File: config.mk
export PLATFORM = sky130hd
export DESIGN_NAME = sprite_scanner
export DESIGN_NICKNAME = d
export VERILOG_FILES = /design/src/rtl/sprite_scanner.sv
export SDC_FILE = /design/constraint.sdc
export NUM_CORES = 1
export LEC_CHECK = 0
export ABC_AREA = 1
export CAP_MARGIN = 10
export CORE_MARGIN = 2
export CORE_UTILIZATION = 37
export DETAILED_ROUTE_END_ITERATION = 10
export MAX_ROUTING_LAYER = met4
export PLACE_DENSITY = 0.78
export SLEW_MARGIN = 30
export SYNTH_ARGS = -nofsm -noshare
export SYNTH_HDL_FRONTEND = slang
export SYNTH_SLANG_ARGS = --single-unit
File: constraint.sdc
create_clock -name clock -period 3.1 [get_ports clock]
set_input_delay 0.62 -clock clock [delete_from_list [all_inputs] [get_ports clock]]
set_output_delay 0.62 -clock clock [all_outputs]
set_load 0.005 [all_outputs]
File: src/rtl/sprite_scanner.sv
// ============================================================================
//  Module   : sprite_scanner (with sprite_pkg)
//  Purpose  : Per-scanline sprite evaluation. On scan_start, walks every OAM
//             entry through the OAM read wrapper (one read per cycle), tests
//             each sprite's vertical extent against the requested scanline,
//             and writes hits in OAM order into the line sprite buffer.
//  Ports    : clock, reset            - clock / synchronous active-high reset
//             scan_start, scan_line   - scan request and target scanline
//             scan_busy, scan_done    - scan in progress / completion pulse
//             sprite_count            - sprites written during this scan
//             sprite_overflow         - more hits than the buffer holds
//             oam_addr, oam_read      - OAM read request
//             oam_avail, oam_data     - OAM read response (one cycle later)
//             buf_we, buf_addr,
//             buf_wrdata, buf_index   - line sprite buffer write port
//  Revision : 1.0 - initial release
// ============================================================================
`default_nettype none

package sprite_pkg;
    typedef struct packed {
        logic [7:0] y;     // top scanline of the sprite
        logic [7:0] x;     // horizontal position
        logic [7:0] tile;  // tile number
        logic [5:0] attr;  // palette / flip / priority attributes
        logic [1:0] size;  // height = 8 << size
    } sprite_conf_t;
endpackage

module sprite_scanner
    import sprite_pkg::*;
#(
    parameter int MAX_SPRITES = 32,
    parameter int NUM_OAM     = 128
) (
    input  logic                           clock,
    input  logic                           reset,
    input  logic                           scan_start,
    input  logic [7:0]                     scan_line,
    output logic                           scan_busy,
    output logic                           scan_done,
    output logic [$clog2(MAX_SPRITES):0]   sprite_count,
    output logic                           sprite_overflow,
    output logic [6:0]                     oam_addr,
    output logic                           oam_read,
    input  logic                           oam_avail,
    input  sprite_conf_t                   oam_data,
    output logic                           buf_we,
    output logic [$clog2(MAX_SPRITES)-1:0] buf_addr,
    output sprite_conf_t                   buf_wrdata,
    output logic [6:0]                     buf_index
);

    localparam int c_ADDR_W = $clog2(MAX_SPRITES);
    localparam int c_CNT_W  = c_ADDR_W + 1;

    localparam logic [c_CNT_W-1:0] c_MAX_CNT  = c_CNT_W'(MAX_SPRITES);
    localparam logic [6:0]         c_LAST_IDX = 7'(NUM_OAM - 1);

    localparam logic [1:0] c_IDLE  = 2'd0;
    localparam logic [1:0] c_SCAN  = 2'd1;
    localparam logic [1:0] c_DRAIN = 2'd2;
    localparam logic [1:0] c_DONE  = 2'd3;

    logic [1:0]         r_state;
    logic [1:0]         w_state_nxt;
    logic [7:0]         r_line;
    logic [6:0]         r_index;
    logic [6:0]         r_ret_index;
    logic [c_CNT_W-1:0] r_count;
    logic               r_overflow;

    logic               w_accept;
    logic               w_eval;
    logic [7:0]         w_diff;
    logic [8:0]         w_height;
    logic               w_hit;
    logic               w_full;
    logic               w_write;

    // ------------------------------------------------------------------
    // FSM state register
    // ------------------------------------------------------------------
    always_ff @(posedge clock) begin
        if (reset) begin
            r_state <= c_IDLE;
        end else begin
            r_state <= w_state_nxt;
        end
    end

    // ------------------------------------------------------------------
    // FSM next state and control outputs
    // ------------------------------------------------------------------
    always_comb begin
        w_state_nxt = r_state;
        w_accept    = 1'b0;
        oam_read    = 1'b0;
        oam_addr    = 7'd0;
        scan_busy   = 1'b0;
        scan_done   = 1'b0;
        case (r_state)
            c_IDLE: begin
                if (scan_start) begin
                    w_accept    = 1'b1;
                    w_state_nxt = c_SCAN;
                end
            end
            c_SCAN: begin
                oam_read  = 1'b1;
                oam_addr  = r_index;
                scan_busy = 1'b1;
                if (r_index == c_LAST_IDX) begin
                    w_state_nxt = c_DRAIN;
                end
            end
            c_DRAIN: begin
                // last read is returning this cycle
                scan_busy   = 1'b1;
                w_state_nxt = c_DONE;
            end
            c_DONE: begin
                scan_done   = 1'b1;
                w_state_nxt = c_IDLE;
            end
            default: begin
                w_state_nxt = c_IDLE;
            end
        endcase
    end

    // ------------------------------------------------------------------
    // Hit test on returning OAM data. Responses are only honoured while a
    // scan is in flight, so a read outstanding across a reset is dropped.
    // The 8-bit modular difference makes sprites wrap past line 255.
    // ------------------------------------------------------------------
    assign w_eval   = oam_avail && ((r_state == c_SCAN) || (r_state == c_DRAIN));
    assign w_diff   = r_line - oam_data.y;
    assign w_height = 9'd8 << oam_data.size;
    assign w_hit    = w_eval && ({1'b0, w_diff} < w_height);
    assign w_full   = (r_count == c_MAX_CNT);
    assign w_write  = w_hit && !w_full;

    assign buf_we     = w_write;
    assign buf_addr   = w_write ? r_count[c_ADDR_W-1:0] : '0;
    assign buf_wrdata = w_write ? oam_data : '0;
    assign buf_index  = w_write ? r_ret_index : 7'd0;

    assign sprite_count    = r_count;
    assign sprite_overflow = r_overflow;

    // ------------------------------------------------------------------
    // Datapath registers
    // ------------------------------------------------------------------
    always_ff @(posedge clock) begin
        if (reset) begin
            r_line      <= 8'd0;
            r_index     <= 7'd0;
            r_ret_index <= 7'd0;
            r_count     <= '0;
            r_overflow  <= 1'b0;
        end else begin
            if (w_accept) begin
                r_line     <= scan_line;
                r_index    <= 7'd0;
                r_count    <= '0;
                r_overflow <= 1'b0;
            end
            if (r_state == c_SCAN) begin
                r_index <= r_index + 7'd1;
            end
            // index of the entry whose data arrives next cycle
            if (oam_read) begin
                r_ret_index <= oam_addr;
            end
            if (w_write) begin
                r_count <= r_count + c_CNT_W'(1);
            end
            if (w_hit && w_full) begin
                r_overflow <= 1'b1;
            end
        end
    end

endmodule

`default_nettype wire

-- Word-level counts from Yosys, hierarchy flattened
Index checks and enable logic that the tools add are counted.
- register bits: 31
- input bits: 44
- add/sub/neg operators: 3
- reduce and logical (&&, ||, !) cells: 12
- multiplexer cells: 18
- shift-type cells: 1
- $lt $le $gt $ge: 1
- equal/unequal tests: 7
- operators with widths (kind ; count):
    $mux 32 ; 1
    $mux 7 ; 4
    $mux 6 ; 2
    $lt 8x9->1 ; 1
    $shl 4x2->9 const A ; 1
    $pmux 2 s4 ; 1
    $sub 8x8->8 ; 1
    $add 7x1->7 const B ; 1
    $eq 7x7->1 const B ; 1
    $mux 1 ; 7
    $add 6x1->6 const B ; 1
    $eq 6x6->1 const B ; 1
    $reduce_bool 2->1 ; 3
    $mux 5 ; 1
    $eq 2x2->1 const B ; 2
    $logic_and 1x1->1 ; 4
    $mux 2 ; 2
    $ne 2x2->1 const B ; 2
    $eq 2x1->1 const B ; 1
    $logic_not 2->1 ; 1
    $reduce_and 2->1 ; 1
    $reduce_or 2->1 ; 1
    $logic_not 1->1 ; 1
    $logic_or 1x1->1 ; 1

-- Longest topological paths before layout
- depth after elaboration: 6
- gate-level depth with buffers: 18

-- Worst setup path after synthesis
No wires, ideal clock.
- path kind: input to output
- start point: input port oam_data[25] in the netlist's numbering
- end point: output port buf_addr[1]
- stages on the path: 15
- path slack: -0.205 ns
- arrival: 2.685 ns
- path through: inv_1 -> fa_1 -> nand3_1 -> nand2_1 -> nand2_1 -> nand2_1 -> a21oi_1 -> xnor2_1 -> ha_1 -> nand2_1 -> nand4_1 -> a21oi_1 -> nand4_2 -> buf_2 -> nor2_1
- longest elaborated chain between the ends: 5
- RTL lines (what ; line ; RTL):
    start: declaration ; 47 ; input sprite_conf_t oam_data,
    $sub 8x8->8 ; 138 ; assign w_diff = r_line - oam_data.y;
    $lt 8x9->1 ; 140 ; assign w_hit = w_eval && ({1'b0, w_diff} < w_height);
    $logic_and 1x1->1 ; 140 ;
    $logic_and 1x1->1 ; 142 ; assign w_write = w_hit && !w_full;
    $mux 5 ; 145 ; assign buf_addr = w_write ? r_count[c_ADDR_W-1:0] : '0;
    end: declaration ; 49 ; output logic [$clog2(MAX_SPRITES)-1:0] buf_addr,
No other way between the ends.

==> reports/results.ini <==
[outcome]
outcome=finished with violations
violations=setup timing

[timing]
period_needed_ns=3.73
whs_ns=0.464
rsz0062_at_grt=true
hold_viol=0
setup_viol=47
skew_ns=0.00437
finalMaxSlewViolations=0
slew_headroom_pct=65.9
fmax_mhz=268
tightest_slew_ns=0.512
setup_slack_ns=-0.634
fin_crit_sh_pct=120

[min_path]
holdCritStartpoint=r_ret_index[3]
hold_path_depth=2
hold_class=reg -> reg

[worst_setup_path]
crit_slowest_cell=dlygate4sd2_1
crit_arrival_ns=3.11
required_ns=2.48
critPathLaunchType=input pin
path_cells=dlygate4sd2_1 -> inv_2 -> ha_4 -> nand2_1 -> nand2_1 -> a31oi_1 -> xnor2_1 -> ha_1 -> nand2_1 -> inv_1 -> a21oi_2 -> nand4_4 -> buf_6 -> buf_12 -> buf_6 -> buf_6 -> nor2_4 -> buf_2
r2r-start=r_line[0]
critPathTopFamily=buffers and inverters
critPathCaptureType=output pin
crit_path_max_incr_delay_ns=0.26
critPathKind=in -> out
cp_num_cells=18
crit_path_start=oam_data[28]
r2r_cells=23
crit_fanout=5
path_buf_inv=8

[placed_design]
io_buffers=105
dpl_cell_area_um2=3540
dp_hpwl_um=4690
dp_cells=521
gp_congestion=0.900

[synthesis]
synth_area_um2=2120
ys_types=31
synth_adder_area_share_pct=11.6
synth-compound-area-share_pct=11.5
synth_top_family_by_area=simple AND/OR/NAND/NOR gates
synth_xor_area_share_pct=3.71
yosysWarnings=0
syn_inst=332
syn_avg_cell_area_um2=6.39
synth-seq-cells=31
yosysSeqAreaShare_pct=29.2
synthMuxAreaShare_pct=0
yosys.area_share.simple_pct=28.4
syn-num-nets=395

[route]
drcViolationCount=0
vias=2626
firstDrtPassIters=4
drt_wl_total_um=7270
avgRoutedWirePerCell_um=13.1
vias_per_cell=4.72
drt_iter0_markers=105
ant_nets=0

[floorplanning]
die_y_um=79.7
die_w_um=79.7
start_util_pct=38.5
io_pins=106
rows=27
die_area_um2=6360
core_area_um2=5510

[final_layout]
drive_above_1_share_pct=35.7
final_cells=556
area_delta_synth_final_pct=87.9
design_area_um2=3990
final_net_count=546
fillers=431
antenna_cells=0

[cts]
cts.path.max_buffers=2
cts_tree=done
cts_root_buffer=clkbuf_8
htree_levels=2
numCtsBuffers=5
hold_buffers=0
cts_num_sinks=31
clk_pin_slew_worst_paths_ns=0.06
insertion_delay_ns=0.27

[global_routing]
grt.overflow.total=0
grt_pass1_vias=2610
grt_max_degree=21
grt_pass1_wl_um=11200
antenna_found_initial=0
track_usage_pct=22.5

[pwr]
p_per_area_nw_per_um2=541
vdd_drop_max_mv=0.488
fin_total_pwr_mw=2.16
leakagePower_nw=1.94

[job]
max_cap_viol_count=0

-- tightest hold or removal path, cell delays in order, from the launching register on --
cell and delay, ns:
dfxtp_1 0.31, nand2_1 0.06, a21oi_1 0.05
-- worst paths after layout --
check,endpoint,slack [ns]
max,buf_wrdata[16],-0.63
min,r_ret_index[3],0.46
max reg2reg,sprite_count[0],0.06
min reg2reg,r_ret_index[3],0.46
-- sequential cells by signal, indices dropped and copies added, names as in the netlist --
register and count:
r_line 8, r_index 7, r_ret_index 7, sprite_count 6
r_state 2, sprite_overflow 1
-- per-stage QoR --
| stage | worst slack, ns | utilization, % | setup TNS, ns |
|---|---|---|---|
| final | -0.634 | 72.4 | -22.67 |
| after floorplan | -0.0326 | - | -0.998 |
| after global placement | -1.23 | 64.3 | -55.09 |
| after global routing | -0.769 | 72.4 | -29.03 |
| after detailed placement | -1.26 | 64.3 | -57.21 |
| after CTS | -0.779 | 71.0 | -25.81 |
-- routing by layer --
layer  vias up  global-route usage [%]  wire length, um
met4         0                    7.29              116
met1      1208                    23.2             2840
met5         -                       -                0
met2        92                    42.4             3790
met3        11                    4.86              521
li1       1315                       -                -
-- layout make-up --
class | instances | area [um^2] | share of cell area (%)
repair buffers | 154 | 1360 | 34.0
multi-input cells | 216 | 1530 | 38.2
clock buffers | 8 | 100 | 2.51
flip-flops and latches | 31 | 621 | 15.6
inverters | 75 | 294 | 7.37
well taps | 72 | 90.1 | 2.26
-- kinds of logic (layout without fill, tap and decap cells) --
logic type,after synthesis,in the layout
AO/OA/AOI/OAI,44,44
buffers and inverters,85,237
adder cells (fa/ha/maj),19,19
flip-flops,31,31
AND/OR/NAND/NOR,144,144
XOR/XNOR,9,9
-- synthesized netlist by cell type, drive strengths merged --
cell | instances | area [um^2]
fa | 1 | 20.0
o211ai | 1 | 7.51
clkbuf | 5 | 18.8
o21ai | 13 | 68.8
a211oi | 2 | 15.0
xnor2 | 3 | 26.3
a21oi | 25 | 129
or2 | 1 | 6.26
a221oi | 1 | 8.76
nand2 | 57 | 216
dfxtp | 31 | 621
ha | 18 | 225
xor2 | 6 | 52.6
buf | 5 | 31.3
nor2 | 66 | 258
nand3 | 14 | 80.1
inv | 75 | 282
nand4 | 4 | 31.3
o221ai | 1 | 8.76
nor3 | 2 | 10.0
a31oi | 1 | 6.26
-- layout by cell type (no fill, tap or decap), types with 5 or more instances in the layout --
master / instances
nand2_1: 53
ha_4: 5
buf_8: 6
a21oi_1: 17
nand3_1: 8
nor2_2: 12
clkdlybuf4s50_1: 54
ha_1: 13
nor2_4: 25
inv_1: 67
a21oi_2: 8
buf_4: 32
inv_2: 7
o21ai_0: 11
clkbuf_8: 7
nor2_1: 29
buf_2: 24
xor2_1: 6
clkbuf_2: 15
buf_6: 12
nand3_2: 5
dlygate4sd2_1: 5
dfxtp_1: 31
-- where the power goes --
part	leakage, nW	internal [mW]	total [mW]	switching, mW
clock network	0.0515	0.202	0.342	0.139
registers	0.252	0.453	0.504	0.0512
logic	1.64	0.658	1.31	0.652
-- timing repair --
item / in CTS / in global routing
buffers inserted: 19 / 12
gates cloned: 4 / 0
endpoints found under the setup margin: 51 / 45
hold endpoints to repair: 0 / 0
pin swaps: 20 / 16
resized for setup: 123 / 117
Power figures use the tool's default switching activity.
